## src/rtl/ex_md_stage.sv

```systemverilog
// ex_md_stage: EX-stage multiply/divide unit owning the HI/LO registers.
// Multi-cycle ops stall the pipeline; MTHI/MTLO complete in one cycle.
module ex_md_stage #(
  parameter int W = 32,
  parameter int MUL_LAT = 2
) (
  input  logic         clk,
  input  logic         rst,
  input  logic [5:0]   stall,
  input  logic         flush,
  input  logic [2:0]   md_op,
  input  logic [W-1:0] src_a,
  input  logic [W-1:0] src_b,
  output logic [W-1:0] hi,
  output logic [W-1:0] lo,
  output logic         stallreq_from_ex,
  output logic         md_busy
);
  localparam int CW = $clog2(W + 1);
  typedef enum logic [1:0] {IDLE, BUSY, DONE} state_t;
  state_t state, state_nx;
  logic [2:0] op_r;
  logic [W-1:0] a_r, b_r, ca, cb, quo, rem, q_s, r_s, res_hi, res_lo;
  logic [CW-1:0] cnt;
  logic issued, is_mul, is_div, issue, ld_bub, ld_in, mt_we;
  logic k_div, k_sgn, sa, sb, dbz;
  logic [2*W-1:0] ea, eb, prod;
  logic [W+1:0] diff;
  logic unused;
  assign is_mul = op_r == 3'b001 || op_r == 3'b010;
  assign is_div = op_r == 3'b011 || op_r == 3'b100;
  assign ld_bub = flush || (stall[2] && !stall[3]);
  assign ld_in  = !ld_bub && !stall[2];
  assign issue  = state == IDLE && (is_mul || is_div) && !issued && !flush;
  assign mt_we  = (op_r == 3'b101 || op_r == 3'b110) && !issued && !flush;
  // Restoring step: trial-subtract the divisor magnitude from the shifted partial remainder
  assign diff = {1'b0, rem, quo[W-1]} - {2'b00, cb};
  assign ea = {{W{k_sgn & ca[W-1]}}, ca};
  assign eb = {{W{k_sgn & cb[W-1]}}, cb};
  assign prod = ea * eb;
  assign dbz = cb == '0;
  assign q_s = (sa ^ sb) ? -quo : quo;
  assign r_s = sa ? -rem : rem;
  assign res_lo = k_div ? (dbz ? {W{1'b1}} : q_s) : prod[W-1:0];
  assign res_hi = k_div ? (dbz ? ca : r_s) : prod[2*W-1:W];
  assign unused = ^{stall[5:4], stall[1:0], diff[W]};
  always_ff @(posedge clk or negedge rst)
    if (!rst) state <= IDLE;
    else state <= state_nx;
  always_comb begin
    state_nx = flush ? IDLE :
               state == IDLE ? (issue ? ((is_div || MUL_LAT > 1) ? BUSY : DONE) : IDLE) :
               state == BUSY ? (cnt == CW'(1) ? DONE : BUSY) : IDLE;
  end
  always_comb begin
    stallreq_from_ex = issue || (state == BUSY && !flush);
    md_busy = state != IDLE;
  end
  always_ff @(posedge clk or negedge rst)
    if (!rst) begin
      op_r <= '0;
      a_r <= '0;
      b_r <= '0;
      issued <= 1'b0;
      hi <= '0;
      lo <= '0;
      cnt <= '0;
      ca <= '0;
      cb <= '0;
      quo <= '0;
      rem <= '0;
      k_div <= 1'b0;
      k_sgn <= 1'b0;
      sa <= 1'b0;
      sb <= 1'b0;
    end else begin
      if (ld_bub || ld_in) begin
        op_r <= ld_in ? md_op : 3'b000;
        a_r <= ld_in ? src_a : '0;
        b_r <= ld_in ? src_b : '0;
        issued <= 1'b0;
      end else if (issue || mt_we) issued <= 1'b1;
      if (issue) begin
        ca <= a_r;
        cb <= (op_r == 3'b011 && b_r[W-1]) ? -b_r : b_r;
        quo <= (op_r == 3'b011 && a_r[W-1]) ? -a_r : a_r;
        rem <= '0;
        k_div <= is_div;
        k_sgn <= op_r == 3'b001;
        sa <= op_r == 3'b011 && a_r[W-1];
        sb <= op_r == 3'b011 && b_r[W-1];
        cnt <= is_div ? CW'(W) : CW'(MUL_LAT - 1);
      end else if (state == BUSY) begin
        cnt <= cnt - 1'b1;
        if (k_div) begin
          quo <= {quo[W-2:0], ~diff[W+1]};
          rem <= diff[W+1] ? {rem[W-2:0], quo[W-1]} : diff[W-1:0];
        end
      end
      if (mt_we && op_r == 3'b101) hi <= a_r;
      if (mt_we && op_r == 3'b110) lo <= a_r;
      if (state == DONE && !flush) begin
        hi <= res_hi;
        lo <= res_lo;
      end
    end
endmodule

```

## config.mk

```make
export PLATFORM = sky130hd
export DESIGN_NAME = ex_md_stage
export DESIGN_NICKNAME = d
export VERILOG_FILES = /design/src/rtl/ex_md_stage.sv
export SDC_FILE = /design/constraint.sdc
export NUM_CORES = 2
export LEC_CHECK = 0
export BUFFER_PORTS_ARGS = -buffer_cell sky130_fd_sc_hd__buf_2
export CORE_MARGIN = 3
export CORE_UTILIZATION = 66
export CTS_CLUSTER_SIZE = 28
export DETAILED_ROUTE_END_ITERATION = 7
export PLACE_DENSITY = 0.86
export SLEW_MARGIN = 20
export SYNTH_ARGS = -nofsm -noshare
export SYNTH_HDL_FRONTEND = slang
export SYNTH_SLANG_ARGS = --single-unit
export TNS_END_PERCENT = 10
```

## constraint.sdc

```tcl
create_clock -name clk -period 9.25 [get_ports clk]
set_input_delay 1.85 -clock clk [delete_from_list [all_inputs] [get_ports clk]]
set_output_delay 1.85 -clock clk [all_outputs]
set_load 0.01 [all_outputs]
```

# ---- Word-level counts from Yosys, hierarchy flattened
# Cells that the tools add are included.
dict set report op_classes {
  addsub 6
  n_mul 1
  div_mod_pow 0
  n_lt_le_gt_ge 0
  n_eq_ne 9
  shifts 0
  mux 32
  n_bitwise 4
  n_reduce_logical 35
}
# op count
set ops {}
lappend ops {{32-bit two-way mux} 21}
lappend ops {{32-bit negator} 4}
lappend ops {{33-bit by 33-bit multiplier with 64-bit output} 1}
lappend ops {{33-bit by 32-bit subtractor with 34-bit output} 1}
lappend ops {{32-bit logical NOT} 1}
lappend ops {{6-bit two-way mux} 3}
lappend ops {{1-bit logical AND} 13}
lappend ops {{2-bit nonzero test} 6}
lappend ops {{3-bit equality test (second input constant)} 3}
lappend ops {{1-bit logical OR} 8}
lappend ops {{2-bit two-way mux} 4}
lappend ops {{3-bit by 2-bit equality test with 1-bit output (second input constant)} 2}
lappend ops {{6-bit by 1-bit equality test with 1-bit output (second input constant)} 1}
lappend ops {{6-bit by 1-bit subtractor with 6-bit output (second input constant)} 1}
lappend ops {{1-bit logical NOT} 5}
lappend ops {{3-bit by 1-bit equality test with 1-bit output (second input constant)} 1}
lappend ops {{1-bit two-way mux} 3}
lappend ops {{3-bit two-way mux} 1}
lappend ops {{1-bit AND} 2}
lappend ops {{2-bit by 1-bit equality test with 1-bit output (second input constant)} 1}
lappend ops {{2-bit equality test (second input constant)} 1}
lappend ops {{2-bit logical NOT} 1}
lappend ops {{2-bit AND reduction} 1}
lappend ops {{1-bit inverter} 1}
lappend ops {{1-bit XOR} 1}
dict set report totals {
  reg_bits 272
  latch_bits 0
  mem_bits_rw 0
  romBits 0
  inputBits 76
  out_inout_bits 66
  elab_cells 103
  mem_count 0
}

# ---- Logic depth before layout (Yosys ltp)
dict set report logic_depth {
  depth_word 9
  depth_mapped 31
  ltp_nobuf 29
}

# ---- Worst setup path after synthesis
# OpenSTA, ideal clock, no wires.
dict set report synth_path {
  kind {register to register}
  startpoint {register ca[31]}
  endpoint {register hi[29]}
  setup_time_ns 0.126
  arrival_ns 7.908
  t_required_ns 9.124
  path_slack_ns 1.216
  path_stages_with_launch 30
  path_buffers 3
  period_less_slack_ns 8.034
  cell_sequence {dfrtp_1 > clkbuf_1 > and2_1 > clkbuf_1 > nand2_1 > inv_1 > fa_1 > inv_1 > fa_1 > inv_1 > fa_1 > fa_1 > inv_1 > fa_1 > inv_1 > fa_1 > inv_1 > fa_1 > fa_1 > inv_1 > ha_1 > clkbuf_1 > a21o_1 > a21o_1 > a21oi_1 > o211a_1 > o21ai_1 > a31oi_1 > mux2i_1 > a221o_1}
}
dict set report synth_between {
  elab_chain_cells 4
}
# item line_no
set synth_rtl {}
lappend synth_rtl {{start: declaration} 23} ;# logic [W-1:0] a_r, b_r, ca, cb, quo, rem, q_s, r_s, res_hi, res_lo;
lappend synth_rtl {{start signal: assignment} 84} ;# ca <= a_r;
lappend synth_rtl {{1-bit AND} 38} ;# assign ea = {{W{k_sgn & ca[W-1]}}, ca};
lappend synth_rtl {{33-bit by 33-bit multiplier with 64-bit output (*)} 40} ;# assign prod = ea * eb;
lappend synth_rtl {{32-bit two-way mux (*)} 45} ;# assign res_hi = k_div ? (dbz ? ca : r_s) : prod[2*W-1:W];
lappend synth_rtl {{32-bit two-way mux (*)} 102} ;# if (state == DONE && !flush) begin
lappend synth_rtl {{end signal: assignment} 100} ;# if (mt_we && op_r == 3'b101) hi <= a_r;
lappend synth_rtl {{end signal: assignment} 103} ;# hi <= res_hi;
lappend synth_rtl {{end: declaration} 14} ;# output logic [W-1:0] hi,
# Mark *: on every way between the ends. The rest lies on a longest branch, timed or not.
# A chain may end at the register's enable or synchronous reset.

# ---- Worst setup path after layout
dict set report layout_path {
  startpoint {register ca[15]}
  endpoint {register hi[28]}
}
dict set report layout_between {
  elab_chain_cells 3
}
# item line_no
set layout_rtl {}
lappend layout_rtl {{33-bit by 33-bit multiplier with 64-bit output} 40}
lappend layout_rtl {{32-bit two-way mux} 45}
lappend layout_rtl {{32-bit two-way mux} 102}
# No other way between the ends.

==> results.yml <==
detailed_routing:
  vias: 44000
  wl_um: 164000
  detail_route.wl_per_cell_um: 23.2
  antenna_left: 0
  drt-initial-drc-count: 4924
  drc: 0
  drt-pass1-iter-count: 6
  viasPerCell: 6.22
floorplanning:
  fp.dieH_um: 292
  die_w_um: 292
  die-area_um2: 85300
  rows: 104
  start_util_pct: 66.9
  num_io_pins: 142
  core_um2: 80800
sta:
  clock.fmax_mhz: 111
  tightest_slew_ps: 1200
  final_min_period_over_clock_period_pct: 97.7
  period_needed_ps: 9030
  rsz0062_at_grt: "no"
  drv_slew: 0
  setup_viol: 0
  fin_setup_tns_ps: 0
  skew_ps: 17.1
  slew_headroom_pct: 19.9
  hold_viol_final: 0
cts:
  numCtsBuffers: 29
  cts_hold_buf: 0
  cts_tree: "built"
  clock_latency_ps: 580
  ctsLongestPathBuffers: 3
  path_clk_slew_ps: 70
  htree_levels: 1
  cts-root-buf: "clkbuf_16"
  cts_num_sinks: 272
critical_path:
  crit_fanout: 17
  cp-end-kind: "flip-flop"
  worst_setup_path_start_kind: "flip-flop"
  required_ps: 9730
  cp.arrival_ps: 9520
  rr_worst_depth: 24
  critPathKind: "reg -> reg"
placement:
  dp_hpwl_um: 128000
  port_buffers: 137
  globalplace.congestion: 0.970
  dpl_cell_area_um2: 56200
grt:
  grt_pass1_vias: 46700
  antenna_found_initial: 13
  gr-total-overflow: 0
  grt_pass1_wl_um: 259000
  grtUsageTotal_pct: 39.4
  grt_max_degree: 156
synth:
  ys.flop_type: "dfrtp_1"
  yosys.area.top_type: "fa_1"
  yosysMostFrequentCell: "inv_1"
  synth_seq_cells: 272
  synthesis.instances: 6033
  synth.top_cell.area_share_pct: 41.7
  yosys_warnings: 0
  synth-seq-area-share_pct: 12.6
  netlist_top_cells_count: "inv_1, fa_1, nand2_1"
  netlist_area_um2: 54000
  synth-edff-count: 0
  ys_top_cells_by_area: "fa_1, dfrtp_1, inv_1"
  synthArstFlopShare_pct: 100
  synth.avg_cell_area_um2: 8.95
  ys_types: 78
  synth_nets: 7485
min_path:
  whs_path_depth: 1
  hold_path.class: "reg -> reg"
pwr:
  power_mw: 12.2
  irDropWorstVdd_mv: 0.287
  power_density_nw_per_um2: 214
  power_leakage_nw: 28.8
layout:
  fin_area_um2: 57200
  final_util_pct: 70.7
  area_growth_syn_to_layout_pct: 5.79
  drive_gt1_share_pct: 6.93
  nets: 7438
run:
  cap_violations: 0
status:
  status: "finished clean"
registers in the layout (all words and copies together) (netlist names):
| name | cells |
|---|---|
| lo | 32 |
| op_r | 3 |
| ca | 32 |
| rem | 32 |
| sa | 1 |
| cb | 32 |
| quo | 32 |
| k_sgn | 1 |
| b_r | 32 |
| sb | 1 |
| a_r | 32 |
| cnt | 6 |
| k_div | 1 |
| issued | 1 |
| state | 2 |
| hi | 32 |
power breakdown:
| group | switching (mW) | total (mW) | leakage, nW | internal, mW |
|---|---|---|---|---|
| clock | 0.523 | 1.21 | 0.464 | 0.683 |
| combinational | 5.59 | 8.86 | 24.7 | 3.28 |
| sequential | 0.680 | 2.17 | 3.61 | 1.49 |
| total | 6.79 | 12.2 | 28.8 | 5.45 |
path summary, 6_finish.rpt:
check	startpoint	slack, ps	end
worst max register to register	ca[15]$_DFFE_PN0P_	220	hi[28]$_DFFE_PN0P_
worst min-delay path	issued$_DFFE_PN0P_	520	issued$_DFFE_PN0P_
min in group asynchronous	rst	1330	op_r[1]$_DFFE_PN0N_
worst min register to register	issued$_DFFE_PN0P_	520	issued$_DFFE_PN0P_
worst max-delay path	ca[15]$_DFFE_PN0P_	220	hi[28]$_DFFE_PN0P_
max in group asynchronous	rst	6490	cb[16]$_DFFE_PN0P_
what timing repair did:
action / 4_1_cts / 5_1_grt
buffers inserted: 0 / 0
hold endpoints to repair: 0 / 0
gates resized for setup: 0 / 2
endpoints found under the setup margin: 0 / 3
final cells by class:
| class | instances | area (um^2) |
|---|---|---|
| multi-input cells | 4182 | 41300 |
| fillers | 5796 | 23700 |
| flip-flops and latches | 272 | 6810 |
| inverters | 1179 | 4430 |
| repair buffers | 322 | 2290 |
| well taps | 1060 | 1330 |
| clock buffers | 43 | 838 |
| clock inverters | 9 | 113 |
| diodes | 6 | 15.0 |
worst max-delay path, stage by stage, from the launching register on:
cell      delay, ps
dfrtp_1        1120
buf_4           400
nand2_1         110
fa_1            490
fa_1            520
inv_1            60
fa_1            470
fa_1            510
fa_1            560
inv_1            70
fa_1            480
inv_1            50
fa_1            490
fa_1            470
ha_1            400
a211o_1         300
a211oi_1        230
a21oi_1         160
or3_1           430
o21ai_0         270
nand3_1         180
a21oi_1         300
o221a_2         290
mux2_2          340
a221oi_1        240
metal layers:
metal	track usage [%]	part of all wire, %	wire length, um	up-vias
li1	-	-	-	18200
met1	48.5	34	55100	22000
met5	0	0.056	92	-
met3	10.1	12	19400	805
met4	26.3	8.4	13800	16
met2	62.1	46	75400	2884
cell families (layout without fill, tap and decap cells):
kind of cell               Yosys count  after routing  share of synthesized area [%]
buffers and inverters             1579           1553                           11.0
other                                0              6                              0
and+or+nand+nor                   1813           1813                           15.4
AOI/OAI and AO/OA                  688            688                           8.31
muxes                               84             84                           1.57
xor gates and xnor gates           221            221                           3.58
DFF                                272            272                           12.6
adders and majority gates         1376           1376                           47.5
metrics by stage:
step                      setup slack (ps)  cells  hold WS [ps]
after floorplan                       1220   6033           477
after global placement                 472   7014           490
after detailed placement               386   7015           503
after CTS                              357   7067           519
after global routing                  17.4   7069           544
final                                  216   7073           519
cell usage in the layout (no fill, tap or decap), types with 78 or more instances in the layout:
master,count
buf_4,168
nand3_1,78
and2_1,353
o21ai_0,170
xnor2_1,121
mux2i_1,78
buf_2,136
xor2_1,99
fa_1,1126
a21oi_1,150
nand2_1,993
inv_1,1179
nor2_1,178
ha_1,250
dfrtp_1,269
(Power assumes the default switching activity.)
